==> src/rtl/spireg_pkg.sv <==
// Shared constants for the SPI register receiver: frame geometry and register map.
// Latency: n/a (constants only).
// Backpressure: n/a.
package spireg_pkg;

  localparam int ADDR_W     = 4;
  localparam int DATA_W_DEF = 24;
  localparam int FRAME_BITS = ADDR_W + DATA_W_DEF;

  // Register map of the raycaster core
  localparam logic [ADDR_W-1:0] REG_SKY    = 4'd0;
  localparam logic [ADDR_W-1:0] REG_FLOOR  = 4'd1;
  localparam logic [ADDR_W-1:0] REG_LEAK   = 4'd2;
  localparam logic [ADDR_W-1:0] REG_OTHER  = 4'd3;
  localparam logic [ADDR_W-1:0] REG_VSHIFT = 4'd4;
  localparam logic [ADDR_W-1:0] REG_VINF   = 4'd5;
  localparam logic [ADDR_W-1:0] REG_MAPD   = 4'd6;
  localparam logic [ADDR_W-1:0] REG_TEXADD = 4'd7;

  // Frame length for a given payload width
  function automatic int frame_bits(input int data_w);
    return ADDR_W + data_w;
  endfunction

endpackage

==> src/rtl/spi_reg_rx_if.sv <==
// Pin and register-bank bundle of the SPI register receiver.
// Latency: n/a (wires only).
// Backpressure: none; the bank is always valid.
interface spi_reg_rx_if
  import spireg_pkg::*;
#(
  parameter int NREGS  = 8,
  parameter int DATA_W = 24
);
  logic                    i_sclk;
  logic                    i_mosi;
  logic                    i_ss_n;
  logic                    i_vsync_n;
  logic [NREGS*DATA_W-1:0] o_regs;
  logic                    o_wr_pulse;
  logic [ADDR_W-1:0]       o_wr_addr;
  logic                    o_frame_err;

  modport slave (
    input  i_sclk, i_mosi, i_ss_n, i_vsync_n,
    output o_regs, o_wr_pulse, o_wr_addr, o_frame_err
  );

  modport master (
    output i_sclk, i_mosi, i_ss_n, i_vsync_n,
    input  o_regs, o_wr_pulse, o_wr_addr, o_frame_err
  );
endinterface

==> src/rtl/spireg_sync.sv <==
// 2-FF synchronizer for an async pin plus a third FF for edge detection.
// Latency: level/edges valid 2 clk after the pin change.
// Backpressure: none.
module spireg_sync #(
  parameter logic RST_VAL = 1'b0
) (
  input  logic clk,
  input  logic rst_n,
  input  logic d_i,
  output logic level_o,
  output logic rise_o,
  output logic fall_o
);
  logic [2:0] ff_q;

  // Shift the pin through the synchronizer and history stage; reset to the idle level
  always_ff @(posedge clk or negedge rst_n) begin
    if (!rst_n) ff_q <= {3{RST_VAL}};
    else        ff_q <= {ff_q[1:0], d_i};
  end

  assign level_o = ff_q[1];
  assign rise_o  = ff_q[1] & ~ff_q[2];
  assign fall_o  = ~ff_q[1] & ff_q[2];
endmodule

==> src/rtl/spi_reg_rx.sv <==
// SPI mode-0 register-write receiver presenting a flat always-valid register bank.
// Latency: 4 clk from ss_n pin rise to o_regs/o_wr_pulse/o_frame_err (needs f_sclk <= f_clk/4).
// Backpressure: none; optional SPIREG_VSYNC_COMMIT_EN defers bank updates to the vsync_n fall.
module spi_reg_rx
  import spireg_pkg::*;
#(
  parameter int NREGS  = 8,
  parameter int DATA_W = DATA_W_DEF,
  parameter logic [NREGS*DATA_W-1:0] RESET_VAL = '0
) (
  input logic         clk,
  input logic         rst_n,
  spi_reg_rx_if.slave bus
);
  localparam int FRM_BITS = frame_bits(DATA_W);
  localparam int CNT_W    = $clog2(FRM_BITS + 2);
  localparam int BANK_W   = NREGS * DATA_W;
  localparam int AW1      = ADDR_W + 1;

  logic sclk_rise, mosi_lvl, ss_lvl, ss_rise, ss_fall;
  logic sclk_lvl_unused, sclk_fall_unused, mosi_rise_unused, mosi_fall_unused;

  spireg_sync #(.RST_VAL(1'b0)) u_sync_sclk (
    .clk(clk), .rst_n(rst_n), .d_i(bus.i_sclk),
    .level_o(sclk_lvl_unused), .rise_o(sclk_rise), .fall_o(sclk_fall_unused));
  spireg_sync #(.RST_VAL(1'b0)) u_sync_mosi (
    .clk(clk), .rst_n(rst_n), .d_i(bus.i_mosi),
    .level_o(mosi_lvl), .rise_o(mosi_rise_unused), .fall_o(mosi_fall_unused));
  spireg_sync #(.RST_VAL(1'b1)) u_sync_ss (
    .clk(clk), .rst_n(rst_n), .d_i(bus.i_ss_n),
    .level_o(ss_lvl), .rise_o(ss_rise), .fall_o(ss_fall));

  logic [FRM_BITS-1:0] shift_q, shift_d;
  logic [CNT_W-1:0]    cnt_q, cnt_d;
  logic                end_q, end_d;
  logic                ok_q, ok_d;

  // Frame shifter: select edges take priority over a coincident sclk edge
  always_comb begin
    shift_d = shift_q;
    cnt_d   = cnt_q;
    end_d   = 1'b0;
    ok_d    = 1'b0;
    if (ss_fall) begin
      shift_d = '0;
      cnt_d   = '0;
    end else if (ss_rise) begin
      end_d = 1'b1;
      ok_d  = (cnt_q == CNT_W'(FRM_BITS));
    end else if (sclk_rise && !ss_lvl) begin
      shift_d = {shift_q[FRM_BITS-2:0], mosi_lvl};
      // Saturate one past a full frame so overruns stay detectable
      if (cnt_q != CNT_W'(FRM_BITS + 1)) cnt_d = cnt_q + 1'b1;
    end
  end

  // Frame shifter state
  always_ff @(posedge clk or negedge rst_n) begin
    if (!rst_n) begin
      shift_q <= '0;
      cnt_q   <= '0;
      end_q   <= 1'b0;
      ok_q    <= 1'b0;
    end else begin
      shift_q <= shift_d;
      cnt_q   <= cnt_d;
      end_q   <= end_d;
      ok_q    <= ok_d;
    end
  end

  logic [ADDR_W-1:0] frm_addr;
  logic [DATA_W-1:0] frm_data;
  logic              wr_en;

  // Shift register is stable for the cycle after the frame end, so decode it directly
  assign frm_addr = shift_q[FRM_BITS-1 -: ADDR_W];
  assign frm_data = shift_q[DATA_W-1:0];
  assign wr_en    = end_q && ok_q && ({1'b0, frm_addr} < AW1'(NREGS));

  logic [BANK_W-1:0] regs_q, regs_d;
  logic              pulse_q, pulse_d;
  logic [ADDR_W-1:0] addr_q, addr_d;
  logic              err_q, err_d;

  assign err_d = end_q & ~ok_q;

`ifdef SPIREG_VSYNC_COMMIT_EN
  logic [BANK_W-1:0] shadow_q, shadow_d;
  logic [NREGS-1:0]  pend_q, pend_d;
  logic              vsync_q;
  logic              commit;
  logic [ADDR_W-1:0] low_addr;

  assign commit = vsync_q & ~bus.i_vsync_n;

  // Lowest pending address, reported with the commit pulse
  always_comb begin
    low_addr = '0;
    for (int k = NREGS - 1; k >= 0; k--) begin
      if (pend_q[k]) low_addr = ADDR_W'(k);
    end
  end

  // Commit uses the old pending set; a frame landing on the commit cycle waits for the next one
  always_comb begin
    regs_d   = regs_q;
    shadow_d = shadow_q;
    pend_d   = pend_q;
    pulse_d  = 1'b0;
    addr_d   = addr_q;
    if (commit) begin
      for (int k = 0; k < NREGS; k++) begin
        if (pend_q[k]) regs_d[k*DATA_W +: DATA_W] = shadow_q[k*DATA_W +: DATA_W];
      end
      pend_d  = '0;
      pulse_d = |pend_q;
      if (|pend_q) addr_d = low_addr;
    end
    if (wr_en) begin
      for (int k = 0; k < NREGS; k++) begin
        if (frm_addr == ADDR_W'(k)) begin
          shadow_d[k*DATA_W +: DATA_W] = frm_data;
          pend_d[k] = 1'b1;
        end
      end
    end
  end

  // Shadow bank, pending flags and vsync history
  always_ff @(posedge clk or negedge rst_n) begin
    if (!rst_n) begin
      shadow_q <= '0;
      pend_q   <= '0;
      vsync_q  <= 1'b1;
    end else begin
      shadow_q <= shadow_d;
      pend_q   <= pend_d;
      vsync_q  <= bus.i_vsync_n;
    end
  end
`else
  logic unused_vsync;
  assign unused_vsync = bus.i_vsync_n;

  // Immediate write of a valid in-range frame
  always_comb begin
    regs_d  = regs_q;
    pulse_d = wr_en;
    addr_d  = addr_q;
    if (wr_en) begin
      addr_d = frm_addr;
      for (int k = 0; k < NREGS; k++) begin
        if (frm_addr == ADDR_W'(k)) regs_d[k*DATA_W +: DATA_W] = frm_data;
      end
    end
  end
`endif

  // Output register bank and status pulses
  always_ff @(posedge clk or negedge rst_n) begin
    if (!rst_n) begin
      regs_q  <= RESET_VAL;
      pulse_q <= 1'b0;
      addr_q  <= '0;
      err_q   <= 1'b0;
    end else begin
      regs_q  <= regs_d;
      pulse_q <= pulse_d;
      addr_q  <= addr_d;
      err_q   <= err_d;
    end
  end

  assign bus.o_regs      = regs_q;
  assign bus.o_wr_pulse  = pulse_q;
  assign bus.o_wr_addr   = addr_q;
  assign bus.o_frame_err = err_q;
endmodule
==> src/flat_wrapper.sv <==
// flat-port wrapper written by rule: the top's interface ports become plain ports
module spi_reg_rx_flat import spireg_pkg::*;
#(
  parameter int NREGS  = 8,
  parameter int DATA_W = DATA_W_DEF,
  parameter logic [NREGS*DATA_W-1:0] RESET_VAL = '0
)
  (clk, rst_n, bus_i_sclk, bus_i_mosi, bus_i_ss_n, bus_i_vsync_n, bus_o_regs, bus_o_wr_pulse, bus_o_wr_addr, bus_o_frame_err);
  spi_reg_rx_if #(.NREGS(NREGS), .DATA_W(DATA_W)) bus_i ();
  input logic clk;
  input logic rst_n;
  input wire logic [$bits(bus_i.i_sclk)-1:0] bus_i_sclk;
  input wire logic [$bits(bus_i.i_mosi)-1:0] bus_i_mosi;
  input wire logic [$bits(bus_i.i_ss_n)-1:0] bus_i_ss_n;
  input wire logic [$bits(bus_i.i_vsync_n)-1:0] bus_i_vsync_n;
  output wire logic [$bits(bus_i.o_regs)-1:0] bus_o_regs;
  output wire logic [$bits(bus_i.o_wr_pulse)-1:0] bus_o_wr_pulse;
  output wire logic [$bits(bus_i.o_wr_addr)-1:0] bus_o_wr_addr;
  output wire logic [$bits(bus_i.o_frame_err)-1:0] bus_o_frame_err;
  assign bus_i.i_sclk = bus_i_sclk;
  assign bus_i.i_mosi = bus_i_mosi;
  assign bus_i.i_ss_n = bus_i_ss_n;
  assign bus_i.i_vsync_n = bus_i_vsync_n;
  assign bus_o_regs = bus_i.o_regs;
  assign bus_o_wr_pulse = bus_i.o_wr_pulse;
  assign bus_o_wr_addr = bus_i.o_wr_addr;
  assign bus_o_frame_err = bus_i.o_frame_err;
  spi_reg_rx #(.NREGS(NREGS), .DATA_W(DATA_W), .RESET_VAL(RESET_VAL)) u_core (.clk(clk), .rst_n(rst_n), .bus(bus_i));
endmodule
==> config.mk <==
export PLATFORM = sky130hd
export DESIGN_NAME = spi_reg_rx_flat
export DESIGN_NICKNAME = d
export VERILOG_FILES = /design/src/rtl/spireg_pkg.sv /design/src/rtl/spi_reg_rx_if.sv /design/src/rtl/spireg_sync.sv /design/src/rtl/spi_reg_rx.sv /design/src/flat_wrapper.sv
export SDC_FILE = /design/constraint.sdc
export NUM_CORES = 1
export LEC_CHECK = 0
export CORE_MARGIN = 5
export CORE_UTILIZATION = 46
export DETAILED_ROUTE_END_ITERATION = 10
export GPL_TIMING_DRIVEN = 0
export PLACE_DENSITY_LB_ADDON = 0.05
export SYNTH_ARGS = -nofsm -noshare
export SYNTH_HDL_FRONTEND = slang
export SYNTH_HIERARCHICAL = 1
export SYNTH_SLANG_ARGS = --single-unit
==> constraint.sdc <==
create_clock -name clk -period 2.04 [get_ports clk]
set_clock_uncertainty 0.2 [all_clocks]
set_input_delay 0.408 -clock clk [delete_from_list [all_inputs] [get_ports clk]]
set_output_delay 0.408 -clock clk [all_outputs]
set_load 0.005 [all_outputs]
==> results.tsv <==
stage	metric	value	unit
placed_design	io_buffers	202	
grt	antenna_found_initial	0	
placed_design	globalplace.congestion	0.768	
critical_path	end_kind	register	
grt	grt_usage	18.7	%
timing	worst_slack	4.83	ps
final_layout	postLayoutCoreUtil	64.3	%
final_layout	nFillCells	1561	
clock_tree	cts_tree	yes	
die	start_util	46.9	%
timing	fin_crit	2040	ps
timing	slew_violations	0	
power_and_ir_drop	pwr_density_cell	721	nW/µm²
timing	rsz0062_at_grt	true	
timing	finalHoldViolations	0	
final_layout	stdcell_count	1165	
final_layout	layout_commonest_cell	dfrtp_1	
clock_tree	ctsLongestPathBuffers	3	
logic_synthesis	synth_fp_nets	633	
timing	fin_crit_sh	99.8	%
detailed_routing	avgRoutedWirePerCell	19.4	µm
logic_synthesis	yosysWarnings	6	
detailed_routing	drc_errors	0	
die	pin_count	204	
die	dieHeight	154	µm
detailed_routing	wl	22.6	mm
clock_tree	clk_latency	510	ps
clock_tree	clock-sinks	241	
critical_path	start_kind	register	
final_layout	num_antenna_cells	0	
run	cap_violations	0	
power_and_ir_drop	p_leak	6.79	nW
grt	grt_pass1_wl	36.1	mm
timing	setup_viol	0	
detailed_routing	antenna_left	0	
placed_design	place_inst	1097	
clock_tree	h-tree-depth	1	
clock_tree	cts-root-buf	clkbuf_16	
timing	tightest_slew	661	ps
final_layout	syn_to_final_growth	36.9	%
die	core	20300	µm²
timing	fmax	491	MHz
power_and_ir_drop	peakVddDrop	0.000588	V
detailed_routing	drt_iter0_markers	233	
status	status	complete, no violations	
die	num_rows	52	
final_layout	multi_input_area	3160	µm²
critical_path	crit_type	reg -> reg	
critical_path	crit_chain	nand4b_4 > or3_1 > buf_2 > buf_6 > mux2_4	
final_layout	ff_latch_area	6040	µm²
placed_design	dpl.hpwl	15.5	mm
detailed_routing	firstDrtPassIters	5	
critical_path	slowest_delay	450	ps
detailed_routing	vias	5850	
logic_synthesis	syn_area_per_cell	15.3	µm²
grt	grt-ovfl-total	0	
timing	slew_headroom	55.9	%
final_layout	fin_area	13000	µm²
critical_path	crit_fanout	10	
grt	grt_max_degree	125	
grt	grt_pass1_vias	6206	
clock_tree	clkTransAtPathRegs	60	ps
die	dieWidth	154	µm
critical_path	r2r_setup_slack	5	ps
worst_hold_path	hp-class	in -> reg	
clock_tree	numCtsBuffers	26	
detailed_routing	avgViaCountPerCell	5.02	
critical_path	cp_slowest_cell	dfrtp_2	
critical_path	worstPathArrival	2220	ps
logic_synthesis	synth_area	9530	µm²
die	die_area	23700	µm²
critical_path	cp.required	2220	ps
final_layout	layout-drive-gt1-share	33.9	%
final_layout	layout_common_cells	dfrtp_1, clkdlybuf4s50_1, mux2_2	
timing	hold_ws	105	ps
logic_synthesis	synthCells	624	
final_layout	finalNetCount	885	
placed_design	dp_worst_setup_slack	-429	ps
placed_design	placed_cell_area	11900	µm²
[critical path, delay by kind of cell, from the launching register on]
kind                   cells  cell delay [ps]
multiplexers               1              300
flip-flops                 1              450
buffers and inverters      2              410
AND/OR/NAND/NOR            2              530
[area by class of cell]
type | count | share of cell area (%)
buffer | 54 | 3.02
clock buffer | 44 | 6.13
clock inverter | 3 | 0.144
inverter | 3 | 0.0863
multi-input combinational | 323 | 24.2
sequential | 241 | 46.3
tap | 270 | 2.59
timing repair buffer | 227 | 17.5
[per-stage QoR]
| step | TNS, ps | power (mW) |
|---|---|---|
| after global routing | -729 | 9.73 |
| after global placement | -2250900 | 5.06 |
| after detailed placement | -31730 | 5.07 |
| final | 0 | 9.40 |
| after CTS | 0 | 9.53 |
| after floorplan | 0 | 4.94 |
[worst paths after layout]
| path | start | endpoint | cells after the start |
|---|---|---|---|
| hold reg to reg | u_core/u_sync_ss/ff_q[0]$_DFF_PN1_ | u_core/u_sync_ss/ff_q[1]$_DFF_PN1_ | 0 |
| hold / removal | bus_i_ss_n | u_core/u_sync_ss/ff_q[0]$_DFF_PN1_ | 1 |
| max in group asynchronous | rst_n | u_core/shift_q[18]$_DFFE_PN0P_ | 3 |
| min in group asynchronous | rst_n | u_core/bus.o_regs[71]$_DFFE_PN0P_ | 2 |
| setup / recovery | u_core/shift_q[26]$_DFFE_PN0P_ | u_core/bus.o_regs[111]$_DFFE_PN0P_ | 5 |
| setup reg to reg | u_core/shift_q[26]$_DFFE_PN0P_ | u_core/bus.o_regs[111]$_DFFE_PN0P_ | 5 |
[flip-flops by register name (all words and copies together) (netlist names)]
| name | cells |
|---|---|
| u_core/bus.o_frame_err | 1 |
| u_core/bus.o_regs | 192 |
| u_core/bus.o_wr_addr | 4 |
| u_core/bus.o_wr_pulse | 1 |
| u_core/cnt_q | 5 |
| u_core/end_q | 1 |
| u_core/ok_q | 1 |
| u_core/shift_q | 28 |
| u_core/u_sync_mosi/ff_q | 2 |
| u_core/u_sync_sclk/ff_q | 3 |
| u_core/u_sync_ss/ff_q | 3 |
[power by group]
| group | total [mW] | leakage, nW | internal (mW) | switching (mW) |
|---|---|---|---|---|
| clock network | 4.41 | 0.401 | 2.65 | 1.77 |
| logic | 0.174 | 3.05 | 0.0372 | 0.137 |
| registers | 4.81 | 3.34 | 4.80 | 0.0116 |
[what timing repair did]
item | in CTS | in global routing
gates resized for setup | 26 | 36
pin swaps | 3 | 1
setup buffers | 6 | 17
hold buffers | 1 | 0
hold endpoints to repair | 120 | 0
endpoints found under the setup margin | 193 | 267
[per-layer routing]
| layer | track usage (%) | vias up | share of wire, % |
|---|---|---|---|
| li1 | - | 2659 | - |
| met2 | 31.7 | 155 | 50 |
| met1 | 24.7 | 3006 | 43 |
| met4 | 3.53 | 0 | 1.4 |
| met5 | 0 | - | 0 |
| met3 | 4.81 | 30 | 5.8 |
Power figures use the tool's default switching activity.
